==> config.mk <==
export PLATFORM = sky130hd
export DESIGN_NAME = mem_port_arbiter_flat
export DESIGN_NICKNAME = d
export VERILOG_FILES = /design/src/rtl/mem_port_arbiter_if.sv /design/src/rtl/mem_port_arbiter.sv /design/src/flat_wrapper.sv
export SDC_FILE = /design/constraint.sdc
export NUM_CORES = 1
export LEC_CHECK = 0
export ABC_AREA = 1
export CORE_MARGIN = 2
export CORE_UTILIZATION = 42
export CTS_BUF_LIST = sky130_fd_sc_hd__clkbuf_4 sky130_fd_sc_hd__clkbuf_8 sky130_fd_sc_hd__clkbuf_16
export DETAILED_ROUTE_END_ITERATION = 16
export GPL_TIMING_DRIVEN = 1
export PLACE_DENSITY = 0.8
export SLEW_MARGIN = 20
export SYNTH_ARGS = -nofsm -noshare
export SYNTH_HDL_FRONTEND = slang
export SYNTH_SLANG_ARGS = --single-unit
export TNS_END_PERCENT = 1
==> constraint.sdc <==
create_clock -name clk -period 2.1 [get_ports clk]
set_clock_uncertainty 0.15 [all_clocks]
set_input_delay 0.63 -clock clk [delete_from_list [all_inputs] [get_ports clk]]
set_output_delay 0.63 -clock clk [all_outputs]
set_load 0.01 [all_outputs]
==> src/rtl/mem_port_arbiter_if.sv <==
// Request/grant bundle between the arbiter, both cache refill engines, the DMA bus request and the memory port.
// "master" is the arbiter side, "slave" is the requester/memory side.
interface mem_port_arbiter_if #(
  parameter int WORD_SIZE = 16
) ();
  logic                 i_req;
  logic [WORD_SIZE-1:0] i_addr;
  logic                 i_done;
  logic                 d_req;
  logic                 d_we;
  logic [WORD_SIZE-1:0] d_addr;
  logic                 d_done;
  logic                 dma_br;
  logic                 dma_bg;
  logic                 mem_req;
  logic                 mem_we;
  logic [WORD_SIZE-1:0] mem_addr;
  logic                 mem_done;
  logic                 busy;

  modport master (
    input  i_req, i_addr, d_req, d_we, d_addr, dma_br, mem_done,
    output i_done, d_done, dma_bg, mem_req, mem_we, mem_addr, busy
  );

  modport slave (
    output i_req, i_addr, d_req, d_we, d_addr, dma_br, mem_done,
    input  i_done, d_done, dma_bg, mem_req, mem_we, mem_addr, busy
  );
endinterface

==> src/rtl/mem_port_arbiter.sv <==
// Fixed-priority owner of the single memory port: D refill/writeback > I refill > DMA; 2-cycle grant, 1-cycle done, one TURN cycle between owners.
// `DMA_STARVE_GUARD_EN adds a saturating counter that promotes DMA to top priority after DMA_WAIT_MAX denied IDLE cycles.
module mem_port_arbiter #(
  parameter int WORD_SIZE    = 16,
  parameter int DMA_WAIT_MAX = 8
) (
  input  logic               clk,
  input  logic               reset,
  mem_port_arbiter_if.master io_bus
);

  typedef enum logic [2:0] {
    IDLE    = 3'd0,
    GNT_D   = 3'd1,
    GNT_I   = 3'd2,
    GNT_DMA = 3'd3,
    TURN    = 3'd4
  } state_t;

  state_t               r_state;
  logic                 r_mem_req;
  logic                 r_mem_we;
  logic [WORD_SIZE-1:0] r_mem_addr;
  logic                 r_dma_bg;
  logic                 r_i_done;
  logic                 r_d_done;
  logic                 r_busy;

  logic w_cpu_req;
  logic w_force_dma;
  logic w_pick_dma;
  logic w_pick_d;
  logic w_pick_i;

  assign w_cpu_req = io_bus.d_req | io_bus.i_req;

`ifdef DMA_STARVE_GUARD_EN
  localparam int CW = $clog2(DMA_WAIT_MAX + 1);
  logic [CW-1:0] r_wait_cnt;

  assign w_force_dma = io_bus.dma_br && (r_wait_cnt >= CW'(DMA_WAIT_MAX));

  // Counts only arbitrations DMA lost to a CPU requester; any DMA win clears it.
  always_ff @(posedge clk) begin
    if (reset) begin
      r_wait_cnt <= '0;
    end else if (r_state == IDLE) begin
      if (w_pick_dma) begin
        r_wait_cnt <= '0;
      end else if (io_bus.dma_br && w_cpu_req && (r_wait_cnt < CW'(DMA_WAIT_MAX))) begin
        r_wait_cnt <= r_wait_cnt + 1'b1;
      end
    end
  end
`else
  logic w_unused_wait_max;
  assign w_force_dma       = 1'b0;
  assign w_unused_wait_max = ^DMA_WAIT_MAX;
`endif

  assign w_pick_dma = w_force_dma | (io_bus.dma_br & ~w_cpu_req);
  assign w_pick_d   = ~w_force_dma & io_bus.d_req;
  assign w_pick_i   = ~w_force_dma & ~io_bus.d_req & io_bus.i_req;

  always_ff @(posedge clk) begin
    if (reset) begin
      r_state    <= IDLE;
      r_mem_req  <= 1'b0;
      r_mem_we   <= 1'b0;
      r_mem_addr <= '0;
      r_dma_bg   <= 1'b0;
      r_i_done   <= 1'b0;
      r_d_done   <= 1'b0;
      r_busy     <= 1'b0;
    end else begin
      r_i_done <= 1'b0;
      r_d_done <= 1'b0;
      case (r_state)
        IDLE: begin
          // Address/we are latched here so later requester changes cannot disturb the burst.
          if (w_pick_dma) begin
            r_state <= GNT_DMA;
            r_busy  <= 1'b1;
          end else if (w_pick_d) begin
            r_state    <= GNT_D;
            r_mem_addr <= io_bus.d_addr;
            r_mem_we   <= io_bus.d_we;
            r_busy     <= 1'b1;
          end else if (w_pick_i) begin
            r_state    <= GNT_I;
            r_mem_addr <= io_bus.i_addr;
            r_mem_we   <= 1'b0;
            r_busy     <= 1'b1;
          end
        end
        GNT_D, GNT_I: begin
          if (!r_mem_req) begin
            r_mem_req <= 1'b1;
          end else if (io_bus.mem_done) begin
            r_mem_req  <= 1'b0;
            r_mem_we   <= 1'b0;
            r_mem_addr <= '0;
            r_d_done   <= (r_state == GNT_D);
            r_i_done   <= (r_state == GNT_I);
            r_state    <= TURN;
          end
        end
        GNT_DMA: begin
          if (!io_bus.dma_br) begin
            r_dma_bg <= 1'b0;
            r_state  <= TURN;
          end else begin
            r_dma_bg <= 1'b1;
          end
        end
        TURN: begin
          r_state <= IDLE;
          r_busy  <= 1'b0;
        end
        default: begin
          r_state    <= IDLE;
          r_mem_req  <= 1'b0;
          r_mem_we   <= 1'b0;
          r_mem_addr <= '0;
          r_dma_bg   <= 1'b0;
          r_busy     <= 1'b0;
        end
      endcase
    end
  end

  assign io_bus.mem_req  = r_mem_req;
  assign io_bus.mem_we   = r_mem_we;
  assign io_bus.mem_addr = r_mem_addr;
  assign io_bus.dma_bg   = r_dma_bg;
  assign io_bus.i_done   = r_i_done;
  assign io_bus.d_done   = r_d_done;
  assign io_bus.busy     = r_busy;

endmodule

==> src/flat_wrapper.sv <==
// flat-port wrapper written by rule: the top's interface ports become plain ports
module mem_port_arbiter_flat 
#(
  parameter int WORD_SIZE    = 16,
  parameter int DMA_WAIT_MAX = 8
)
  (clk, reset, io_bus_i_req, io_bus_i_addr, io_bus_d_req, io_bus_d_we, io_bus_d_addr, io_bus_dma_br, io_bus_mem_done, io_bus_i_done, io_bus_d_done, io_bus_dma_bg, io_bus_mem_req, io_bus_mem_we, io_bus_mem_addr, io_bus_busy);
  mem_port_arbiter_if #(.WORD_SIZE(WORD_SIZE)) io_bus_i ();
  input  logic clk;
  input  logic reset;
  input wire logic [$bits(io_bus_i.i_req)-1:0] io_bus_i_req;
  input wire logic [$bits(io_bus_i.i_addr)-1:0] io_bus_i_addr;
  input wire logic [$bits(io_bus_i.d_req)-1:0] io_bus_d_req;
  input wire logic [$bits(io_bus_i.d_we)-1:0] io_bus_d_we;
  input wire logic [$bits(io_bus_i.d_addr)-1:0] io_bus_d_addr;
  input wire logic [$bits(io_bus_i.dma_br)-1:0] io_bus_dma_br;
  input wire logic [$bits(io_bus_i.mem_done)-1:0] io_bus_mem_done;
  output wire logic [$bits(io_bus_i.i_done)-1:0] io_bus_i_done;
  output wire logic [$bits(io_bus_i.d_done)-1:0] io_bus_d_done;
  output wire logic [$bits(io_bus_i.dma_bg)-1:0] io_bus_dma_bg;
  output wire logic [$bits(io_bus_i.mem_req)-1:0] io_bus_mem_req;
  output wire logic [$bits(io_bus_i.mem_we)-1:0] io_bus_mem_we;
  output wire logic [$bits(io_bus_i.mem_addr)-1:0] io_bus_mem_addr;
  output wire logic [$bits(io_bus_i.busy)-1:0] io_bus_busy;
  assign io_bus_i.i_req = io_bus_i_req;
  assign io_bus_i.i_addr = io_bus_i_addr;
  assign io_bus_i.d_req = io_bus_d_req;
  assign io_bus_i.d_we = io_bus_d_we;
  assign io_bus_i.d_addr = io_bus_d_addr;
  assign io_bus_i.dma_br = io_bus_dma_br;
  assign io_bus_i.mem_done = io_bus_mem_done;
  assign io_bus_i_done = io_bus_i.i_done;
  assign io_bus_d_done = io_bus_i.d_done;
  assign io_bus_dma_bg = io_bus_i.dma_bg;
  assign io_bus_mem_req = io_bus_i.mem_req;
  assign io_bus_mem_we = io_bus_i.mem_we;
  assign io_bus_mem_addr = io_bus_i.mem_addr;
  assign io_bus_busy = io_bus_i.busy;
  mem_port_arbiter #(.WORD_SIZE(WORD_SIZE), .DMA_WAIT_MAX(DMA_WAIT_MAX)) u_core (.clk(clk), .reset(reset), .io_bus(io_bus_i));
endmodule
== Word level (Yosys, flattened, before mapping) ==
Cells that the tools add are included.
Widths: inputs -> output; s select.
Word-level totals
  register bits: 25
  input bits: 39
  output and inout port bits: 22
  memories kept: 0
  RAM bits: 0
  ROM bits: 0
  bits in latches: 0
  word-level logic and storage cells: 66
Operators by class
  shift operators: 0
  order comparisons: 0
  multiply operators: 0
  bitwise operators: 10
  reduce and logical (&&, ||, !) cells: 10
  equal/unequal tests: 10
  mux-type cells: 28
  $add $sub $neg: 0
  div/mod/pow operators: 0
Operators by type and width (count)
  $mux 16: 5
  $pmux 16 s3: 1
  $mux 3: 6
  $mux 1: 11
  $pmux 3 s3: 1
  $reduce_or 4->1: 2
  $not 1->1: 7
  $eq 3x2->1 const B: 2
  $ne 2x2->1 const B: 3
  $pmux 1 s2: 3
  $reduce_or 3->1: 2
  $reduce_and 5->1: 1
  $ne 4x2->1 const B: 1
  $reduce_and 4->1: 1
  $reduce_or 2->1: 2
  $eq 3x1->1 const B: 1
  $eq 3x3->1 const B: 1
  $logic_not 3->1: 1
  $ne 3x2->1 const B: 1
  $pmux 1 s3: 1
  $and 1x1->1: 2
  $ne 2x1->1 const B: 1
  $reduce_and 2->1: 1
  $or 1x1->1: 1

== Depth between registers and ports, before layout ==
  depth in word-level cells: 6
  depth in mapped cells: 9
  mapped depth without buffers: 8

== Least setup slack after synthesis ==
No wires, ideal clock.
  path type: input to register
  start: input port io_bus_d_req
  end: register u_core.r_state[0]
  library setup time: 0.064 ns
  required time: 1.886 ns
  slack: 0.384 ns
  cell stages on the path: 9
  arrival: 1.502 ns
  path through: buf_2 > inv_2 > buf_2 > o21ai_0 > nand3_2 > nand3_1 > nand2_1 > inv_1 > nor2_1
Between the ends
  word-level cells in the longest chain between the ends: 5
RTL lines
  from (decl): RTL line flat_wrapper.sv:13  | input wire logic [$bits(io_bus_i.d_req)-1:0] io_bus_d_req;
  $or 1x1->1: RTL line mem_port_arbiter.sv:35  | assign w_cpu_req = io_bus.d_req | io_bus.i_req;
  $not 1->1: RTL line mem_port_arbiter.sv:61  | assign w_pick_dma = w_force_dma | (io_bus.dma_br & ~w_cpu_req);
  $and 1x1->1: RTL line mem_port_arbiter.sv:61
  $ne 4x2->1 (no source line) / $mux 3 (equally long branches)
  $reduce_and 4->1 (no source line) / $pmux 3 s3 (equally long branches)
  to (signal assigned): RTL line mem_port_arbiter.sv:67  | r_state <= IDLE;
  to (signal assigned): RTL line mem_port_arbiter.sv:82  | r_state <= GNT_DMA;
  to (signal assigned): RTL line mem_port_arbiter.sv:85  | r_state <= GNT_D;
  to (decl): RTL line mem_port_arbiter.sv:20  | state_t r_state;
Several ways; a longest one is shown, not always the timed one.
A chain may end at the register's enable or synchronous reset.

== Worst setup path in the final report ==
  start: register u_core.r_mem_req (netlist: u_core.io_bus.mem_req)
  end: output port io_bus_mem_req
RTL lines
  from (decl): RTL line mem_port_arbiter.sv:21  | logic r_mem_req;
  from (signal assigned): RTL line mem_port_arbiter.sv:68  | r_mem_req <= 1'b0;
  from (signal assigned): RTL line mem_port_arbiter.sv:98  | r_mem_req <= 1'b1;
  from (signal assigned): RTL line mem_port_arbiter.sv:100  | r_mem_req <= 1'b0;
  to (decl): RTL line flat_wrapper.sv:21  | output wire logic [$bits(io_bus_i.mem_req)-1:0] io_bus_mem_req;
No word-level cell between the ends.

==> impl_metrics.ini <==
[run_status]
outcome = completed

[cts]
clk_latency_ns = 0.31
cts_resized = 0
htree_num_levels = 1
cts_tree = done
numCtsBuffers = 3
cts_max_path_buffers = 2
clkTransAtPathRegs_ns = 0.14
hold_buffers = 0
cts.sink_count = 25
root_buffer = clkbuf_4
post_cts_buffers = 0

[placement]
port_buffers = 60
place.gp.congestion = 0.833
dp.cells = 339
dp_hpwl_mm = 2.67

[cells_and_area]
layout-drive-gt1-share_pct = 8.08
antenna_cells = 0
stdcell_count = 343
regArea_um2 = 500
areaGrowthSynthToFinish_pct = 49.8
nFillCells = 305
multi_input_area_um2 = 724
fin_util_pct = 64.4
final_nets = 337

[routing]
drc_errors = 0
wl_per_cell_um = 9.87
dr.pass1.iters = 4
vias_per_cell = 4.54
ant_nets = 0
wl_mm = 3.38
drtIter0Drc = 70
vias = 1556

[hold_path]
hp-class = reg2reg

[logic_synthesis]
muxShareOfSynthArea_pct = 0
yosys.area_share.adder_pct = 0
synth_xor_area_share_pct = 0
ys_types = 20
avgSynthCellArea_um2 = 6.06
syn_nets = 272
syn_inst = 233
syn-cell-area_um2 = 1410
synth_top_family_by_area = simple AND/OR/NAND/NOR gates
synth_compound_area_share_pct = 4.96
seq_area_frac_synth_pct = 35.5
synthSimpleGateAreaFrac_pct = 46.4
ys_ff_latch = 25
yosys_warnings = 0

[sta]
rsz0062_at_grt = false
fmax_ghz = 0.485
setup_viol = 0
fin_crit_sh_pct = 98.1
fin_crit_ns = 2.06
drv_slew = 0
relSlewSlack_pct = 81.6
hold_viol_final = 0
worstMarginPinSlew_ns = 0.276

[critical_path]
cpPeakStageDelay_ns = 0.56
cp.arrival_ns = 1.28
required_ns = 1.32
path_class = reg2out
critPathSlowestCell = clkdlybuf4s50_1
endpoint_kind = primary output
crit_fanout = 4
cp_cell_sequence = clkdlybuf4s50_1
path_delay_family = buffers and inverters
path_buf_inv = 1
setup.worst_path.start_class = flip-flop

[global_route]
grt_pass1_wl_mm = 5.19
grt-ovfl-total = 0
grt_max_degree = 25
grt_pass1_vias = 1225
track_usage_pct = 17.6
grt_antenna_before_repair = 0

[die]
fp-row-count = 21
dieArea_um2 = 3840
core_region_area_um2 = 3280
die_y_um = 62.0
chipWidth_um = 62.0
ios = 61
start_util_pct = 43.0

[power_and_ir_drop]
powerDensity_nw_per_um2 = 1280
leakagePower_nw = 1.04
irDropWorstVdd_uv = 650

[flow_run]
maxCapViolCount = 0
-- state kept, by name, summed over array words and instances, names as in the netlist --
signal	cells
u_core.io_bus.mem_addr	16
u_core.r_state	3
u_core.io_bus.busy	1
u_core.io_bus.d_done	1
u_core.io_bus.dma_bg	1
u_core.io_bus.i_done	1
u_core.io_bus.mem_req	1
u_core.io_bus.mem_we	1
-- metrics by stage --
step / power, W / setup WS (ns) / TNS, ns / hold WS [ns] / instance area, um2
2_1_floorplan: 0.00198 / 0.384 / 0 / 0.327 / 1410
3_3_place_gp: 0.00245 / 0.0247 / 0 / 0.310 / 2080
3_5_place_dp: 0.00249 / -0.0213 / -0.0345 / 0.318 / 2080
4_1_cts: 0.00272 / 0.0375 / 0 / 0.335 / 2110
5_1_grt: 0.00297 / 0.00310 / 0 / 0.360 / 2110
6_report: 0.00272 / 0.0402 / 0 / 0.333 / 2110
-- cells by family after synthesis --
kind of cell           count (synthesis)
AOI/OAI and AO/OA                     14
buffers and inverters                 43
and+or+nand+nor                      151
DFF                                   25
-- area by class of cell --
type | instances | share of cell area [%]
Clock buffer | 4 | 1.42
Inverter | 33 | 5.98
Timing Repair Buffer | 70 | 32.0
Sequential cell | 25 | 23.7
Tap cell | 46 | 2.72
Multi-Input combinational cell | 165 | 34.3
-- per-layer routing --
| metal | vias up | global-route usage, % | part of all wire, % |
|---|---|---|---|
| li1 | 842 | - | - |
| met1 | 675 | 25.4 | 50 |
| met2 | 37 | 28.9 | 46 |
| met3 | 2 | 1.24 | 3.2 |
| met4 | 0 | 3.65 | 0.77 |
| met5 | - | 0 | 0 |
-- where the power goes --
part	switching (W)	internal, W	total, W
sequential	0.000104	0.000638	0.000742
combinational	0.00101	0.000741	0.00175
clock	0.000140	0.0000870	0.000227
total	0.00125	0.00147	0.00272
-- layout by cell type, fill, tap and decap left out --
cell type,count
inv_2,2
inv_1,29
nand3_2,2
buf_4,10
nand2_1,105
o21ai_0,2
nand4_1,11
clkdlybuf4s50_1,60
nor2_2,1
clkbuf_4,4
nand3_1,5
clkinv_1,1
nor2_1,21
inv_4,1
nand4_4,1
a21oi_1,12
dfxtp_1,25
nand3_4,1
nand2_2,2
nor3_1,2
-- path summary, 6_finish.rpt --
check                                                        start                                 endpoint  slack (ns)  cells past startpoint
worst max-delay path            u_core.io_bus.mem_req$_SDFFE_PP0N_                           io_bus_mem_req        0.04                      1
worst max register to register      u_core.r_state[2]$_SDFFE_PP0P_  u_core.io_bus.mem_addr[10]$_SDFFE_PP0P_        0.44                      7
worst min-delay path             u_core.io_bus.mem_we$_SDFFE_PP0P_        u_core.io_bus.mem_we$_SDFFE_PP0P_        0.33                      2
worst min register to register   u_core.io_bus.mem_we$_SDFFE_PP0P_        u_core.io_bus.mem_we$_SDFFE_PP0P_        0.33                      2
-- synthesized netlist by cell type --
| master | number | area share, % |
|---|---|---|
| a21oi_1 | 12 | 4.3 |
| buf_2 | 6 | 2.1 |
| buf_6 | 2 | 1.6 |
| clkbuf_1 | 2 | 0.53 |
| clkinv_1 | 1 | 0.27 |
| dfxtp_1 | 25 | 35 |
| inv_1 | 29 | 7.7 |
| inv_2 | 2 | 0.53 |
| inv_4 | 1 | 0.44 |
| nand2_1 | 105 | 28 |
| nand2_2 | 2 | 0.89 |
| nand3_1 | 5 | 1.8 |
| nand3_2 | 2 | 1.4 |
| nand3_4 | 1 | 1.2 |
| nand4_1 | 11 | 4.9 |
| nand4_4 | 1 | 1.5 |
| nor2_1 | 21 | 5.6 |
| nor2_2 | 1 | 0.44 |
| nor3_1 | 2 | 0.71 |
| o21ai_0 | 2 | 0.71 |
No activity file was read; power rests on OpenSTA's default activity.
==> edit 1 (same flow settings) <==
The option `DMA_STARVE_GUARD_EN` is turned on by a define.
--- a/src/rtl/mem_port_arbiter.sv
+++ b/src/rtl/mem_port_arbiter.sv
@@ -1,5 +1,7 @@
 // Fixed-priority owner of the single memory port: D refill/writeback > I refill > DMA; 2-cycle grant, 1-cycle done, one TURN cycle between owners.
 // `DMA_STARVE_GUARD_EN adds a saturating counter that promotes DMA to top priority after DMA_WAIT_MAX denied IDLE cycles.
+`define DMA_STARVE_GUARD_EN
+
 module mem_port_arbiter #(
   parameter int WORD_SIZE    = 16,
   parameter int DMA_WAIT_MAX = 8
Check against the original RTL: no difference found for any inputs over 10 cycles, from zero or initial values and one cycle with reset high; that may be too few to reach the edited logic, so the function may still have changed.
==> edit 1 against the original RTL <==
- power is 24% lower
- setup slack better by 0.045 ns
- combinational power is 44% lower
- critical path depth stayed put
- sequential cell count is 4 higher
- die area is 6.8% higher
- cell area is 7.0% higher
- area after synthesis is 7.3% higher
- routed wire length is 12% higher
==> edit 1: results (changes against the original RTL) <==
Reg2Reg Setup Slack=0.39 ns (-0.05 ns); H-tree levels=2 (+1); Final HPWL DP=2.78 mm (+4.2%); VDD IR-drop max=0.000545 V (-16%); share of cells above drive strength 1=0.0935 (+0.0127); Synth area leaders=dfxtp_1 (38%), nand2_1 (21%), nor2_1 (9.9%), a21oi_1 (8.6%), inv_1 (5.5%); Clock Latency Late Sink=0.33 ns (+0.02 ns); Clock transition at path regs=0.09 ns (-0.05 ns); TritonCTS buffer count=5 (+2); Post-synth top cells=nand2_1 (84), nor2_1 (40), dfxtp_1 (29), a21oi_1 (26), inv_1 (22); Net Count, Synth=282 (+3.7%); GPL Wtd Cong=0.877 (+5.3%); crit path DAT=1.24 ns (-0.04 ns); hold_ws=0.326 ns (-0.00667 ns); status=complete, no violations; Reg-to-Reg Start=u_core.r_state[1]$_SDFFE_PP0P_; largest stage delay on the critical path=0.56 ns (about the same); number of global-route vias before repair=1,457 (+19%); maximum fanout along the worst path=2 (-2); final net count=350 (+3.9%); Slew HR=0.736 (-0.0804); Lkg Pwr=1.02 nW (-2.0%); depth of the worst register-to-register path=8 (+1); post-synthesis cell type count=23 (+15%); Area after DPL=0.00221 mm^2 (+5.8%); DR iter-0 viols=41 (-41%); first-pass GRT wire length=6.44 mm (+24%)
-- edit 1: changes by cell type in the layout (fill, tap and decap cells not counted), sizes merged, moves of 2 or more --
cell and delta:
ha +2, nand3 -2, dfxtp +4, a21oi +14, clkinv +2, inv -5, nor2 +19, nand4 -10
nand2 -20, o21ai +3, clkbuf +2
-- edit 1: final cells by class --
class                   instances  area [um^2]
fillers                       304         1130
multi-input cells             175          762
repair buffers                 70          701
flip-flops and latches         29          582
inverters                      28          105
well taps                      46         57.6
clock buffers                   6         45.0
clock inverters                 2         10.0
-- edit 1: worst max-delay path by stage --
stage,startpoint,endpoint,slack [ns],cells past startpoint
final,u_core.io_bus.mem_addr[0]$_SDFFE_PP0P_,io_bus_mem_addr[0],0.08,1
after global placement,io_bus_dma_br,u_core.io_bus.mem_addr[3]$_SDFFE_PP0P_,-0.03,9
after floorplan,io_bus_dma_br,u_core.r_wait_cnt[0]$_SDFFE_PP0P_,0.49,6
after detailed placement,io_bus_i_req,u_core.r_state[1]$_SDFFE_PP0P_,-0.07,7
after CTS,u_core.io_bus.mem_req$_SDFFE_PP0N_,io_bus_mem_req,0.03,1
after global routing,u_core.io_bus.mem_addr[4]$_SDFFE_PP0P_,io_bus_mem_addr[4],0.03,1
-- edit 1: cells by family (layout without fill, tap and decap cells) --
kind of cell,after synthesis,in the layout,share of synthesized area
buffers and inverters,37,106,0.113
xor gates and xnor gates,1,1,0.00579
and+or+nand+nor,140,140,0.374
DFF,29,29,0.383
adders and majority gates,2,2,0.0165
AOI/OAI and AO/OA,32,32,0.107
-- edit 1: routing by layer --
metal / vias up / GRT usage / wire length, um
met3: 7 / 0.0511 / 219
met2: 48 / 0.332 / 1740
met4: 0 / 0.0897 / 76
met1: 707 / 0.243 / 1740
met5: - / 0 / 0
li1: 872 / - / -
-- edit 1: what timing repair did --
item | in CTS | in global routing
hold endpoints to repair | 0 | 0
gates resized for setup | 0 | 1
endpoints found under the setup margin | 0 | 1
buffers inserted | 0 | 0
-- edit 1: where the power goes --
group | total, mW | internal [mW] | switching (mW)
Clock | 0.332 | 0.140 | 0.192
Sequential | 0.749 | 0.674 | 0.0750
Combinational | 0.980 | 0.489 | 0.492
Total | 2.06 | 1.30 | 0.759
-- edit 1: stage by stage --
stage	worst slack [ns]	std cells	TNS, ns
detailed placement	-0.0710	348	-0.567
finish	0.0848	356	0
CTS	0.0262	356	0
global route	0.0265	356	0
floorplan	0.493	241	0
global placement	-0.0264	348	-0.287
==> edit 2 (same flow settings) <==
Without the edit above. Re-encode `state_t` (5 states) as Gray code, 3 bits wide.
--- a/src/rtl/mem_port_arbiter.sv
+++ b/src/rtl/mem_port_arbiter.sv
@@ -10,11 +10,11 @@
 );
 
   typedef enum logic [2:0] {
-    IDLE    = 3'd0,
-    GNT_D   = 3'd1,
-    GNT_I   = 3'd2,
-    GNT_DMA = 3'd3,
-    TURN    = 3'd4
+    IDLE    = 3'b000,
+    GNT_D   = 3'b001,
+    GNT_I   = 3'b011,
+    GNT_DMA = 3'b010,
+    TURN    = 3'b110
   } state_t;
 
   state_t               r_state;
Check against the original RTL: no difference found for any inputs over 10 cycles, from zero or initial values and one cycle with reset high; not proved beyond that.
==> edit 2 against the original RTL <==
- area after synthesis shrank 4.8%
- setup slack improved by 0.040 ns
- cell area fell by 3.8%
- register-to-register slack improved by 0.13 ns
- routed wire length is 2.1% lower
- first-iteration DRC count shrank 54%
- power shrank 4.1%
- sequential cell count unchanged
- highest routed layer unchanged
==> edit 2: results (changes against the original RTL) <==
Worst Hold Launch=u_core.io_bus.busy$_SDFFE_PP0P_; Post-synth top cells=nand2_1 (58), nor2_1 (29), dfxtp_1 (25), nand3_1 (21), inv_1 (20); worst-case clock buffer depth=2 (unchanged); Setup crit end=io_bus_mem_addr[0]; Final Non-Filler Cells=316 (-7.9%); share of cells above drive strength 1=0.114 (+0.0332); Lkg Pwr=0.935 nW (-10%); Tot GR Track Use=0.205 (+0.0289); NetSw=1.10 mW (-12%); GPL Wtd Cong=0.781 (-6.3%); crit path DAT=1.24 ns (-0.04 ns); antenna violations before repair=0 (unchanged); Synth area leaders=dfxtp_1 (37%), nand2_1 (16%), nor2_1 (8.1%), nand3_1 (7.8%), o21ai_0 (7.1%); crit path launch=u_core.io_bus.mem_addr[0]$_SDFFE_PP0P_; largest stage delay on the critical path=0.55 ns; hold endpoint=u_core.io_bus.busy$_SDFFE_PP0P_; Final HPWL DP=2.58 mm (-3.6%); VDD IR-drop max=0.000772 V (+19%); final net count=312 (-7.4%); Net Count, Synth=246 (-9.6%); status=complete, no violations; Post-Syn Instances=207 (-11%); first-pass GRT wire length=5.75 mm (+11%); TritonCTS buffer count=3 (unchanged); max FFs per register=16 (unchanged); Clock Latency Late Sink=0.31 ns (about the same); Reg2Reg Setup Slack=0.57 ns (+0.13 ns); Via Count=1,461 (-6.1%); Reg-to-Reg Start=u_core.r_state[0]$_SDFFE_PP0P_; drt pass-1 iters=4 (unchanged); Fillers=287 (-5.9%); actual slew at the worst max-slew pin=0.251 ns (-0.0249 ns); worst r2r dst=u_core.io_bus.mem_addr[2]$_SDFFE_PP0P_; number of global-route vias before repair=1,394 (+14%); routed wire length=3.31 mm (-2.1%); DR iter-0 viols=32 (-54%); largest net degree at the start of global routing=22 (-12%); maximum fanout along the worst path=2 (-2); post-synthesis cell type count=23 (+15%); post-synthesis sequential area ratio=0.372 (+0.0178)
[edit 2: power by group through the flow]
| stage | registers (mW) | clock network [mW] | logic (mW) |
|---|---|---|---|
| 2_1_floorplan | 0.912 | 0 | 0.931 |
| 4_1_cts | 0.824 | 0.222 | 1.58 |
| 3_5_place_dp | 0.833 | 0 | 1.57 |
| 3_3_place_gp | 0.831 | 0 | 1.55 |
| 5_1_grt | 0.855 | 0.241 | 1.77 |
| 6_report | 0.826 | 0.214 | 1.56 |
[edit 2: metrics by stage]
stage | hold slack, ns | setup slack [ns] | instance area [um^2] | total power, mW | util
after CTS | 0.324 | 0.0348 | 2030 | 2.63 | 0.666
after global placement | 0.298 | 0.0458 | 2000 | 2.38 | 0.657
after detailed placement | 0.305 | 0.0190 | 2000 | 2.40 | 0.657
after global routing | 0.350 | 0.0213 | 2030 | 2.87 | 0.666
after floorplan | 0.315 | 0.393 | 1340 | 1.84 | -
final | 0.318 | 0.0801 | 2030 | 2.60 | 0.666
[edit 2: final cells by class]
class                   count  area [um^2]  area share
repair buffers             71          683       0.336
inverters                  23         88.8      0.0437
multi-input cells         149          677       0.333
well taps                  44         55.1      0.0271
flip-flops and latches     25          502       0.247
clock inverters             1         5.00     0.00246
clock buffers               3         22.5      0.0111
[edit 2: cell families (layout without fill, tap and decap cells)]
kind of cell	after synthesis	in the layout	share of synthesized area
compound gates	26	26	0.107
simple gates	123	123	0.397
buf+inv	33	98	0.124
flops	25	25	0.372
[edit 2: timing repair]
action | in CTS | in global routing
gates resized for setup | 0 | 1
endpoints found under the setup margin | 0 | 1
hold buffers | 0 | 0
[edit 2: layer usage]
metal,track usage,wire length [um],vias to the layer above
li1,-,-,777
met1,0.246,1510,645
met2,0.361,1600,37
met3,0.0426,165,2
met4,0.0714,40,0
met5,0,0,-
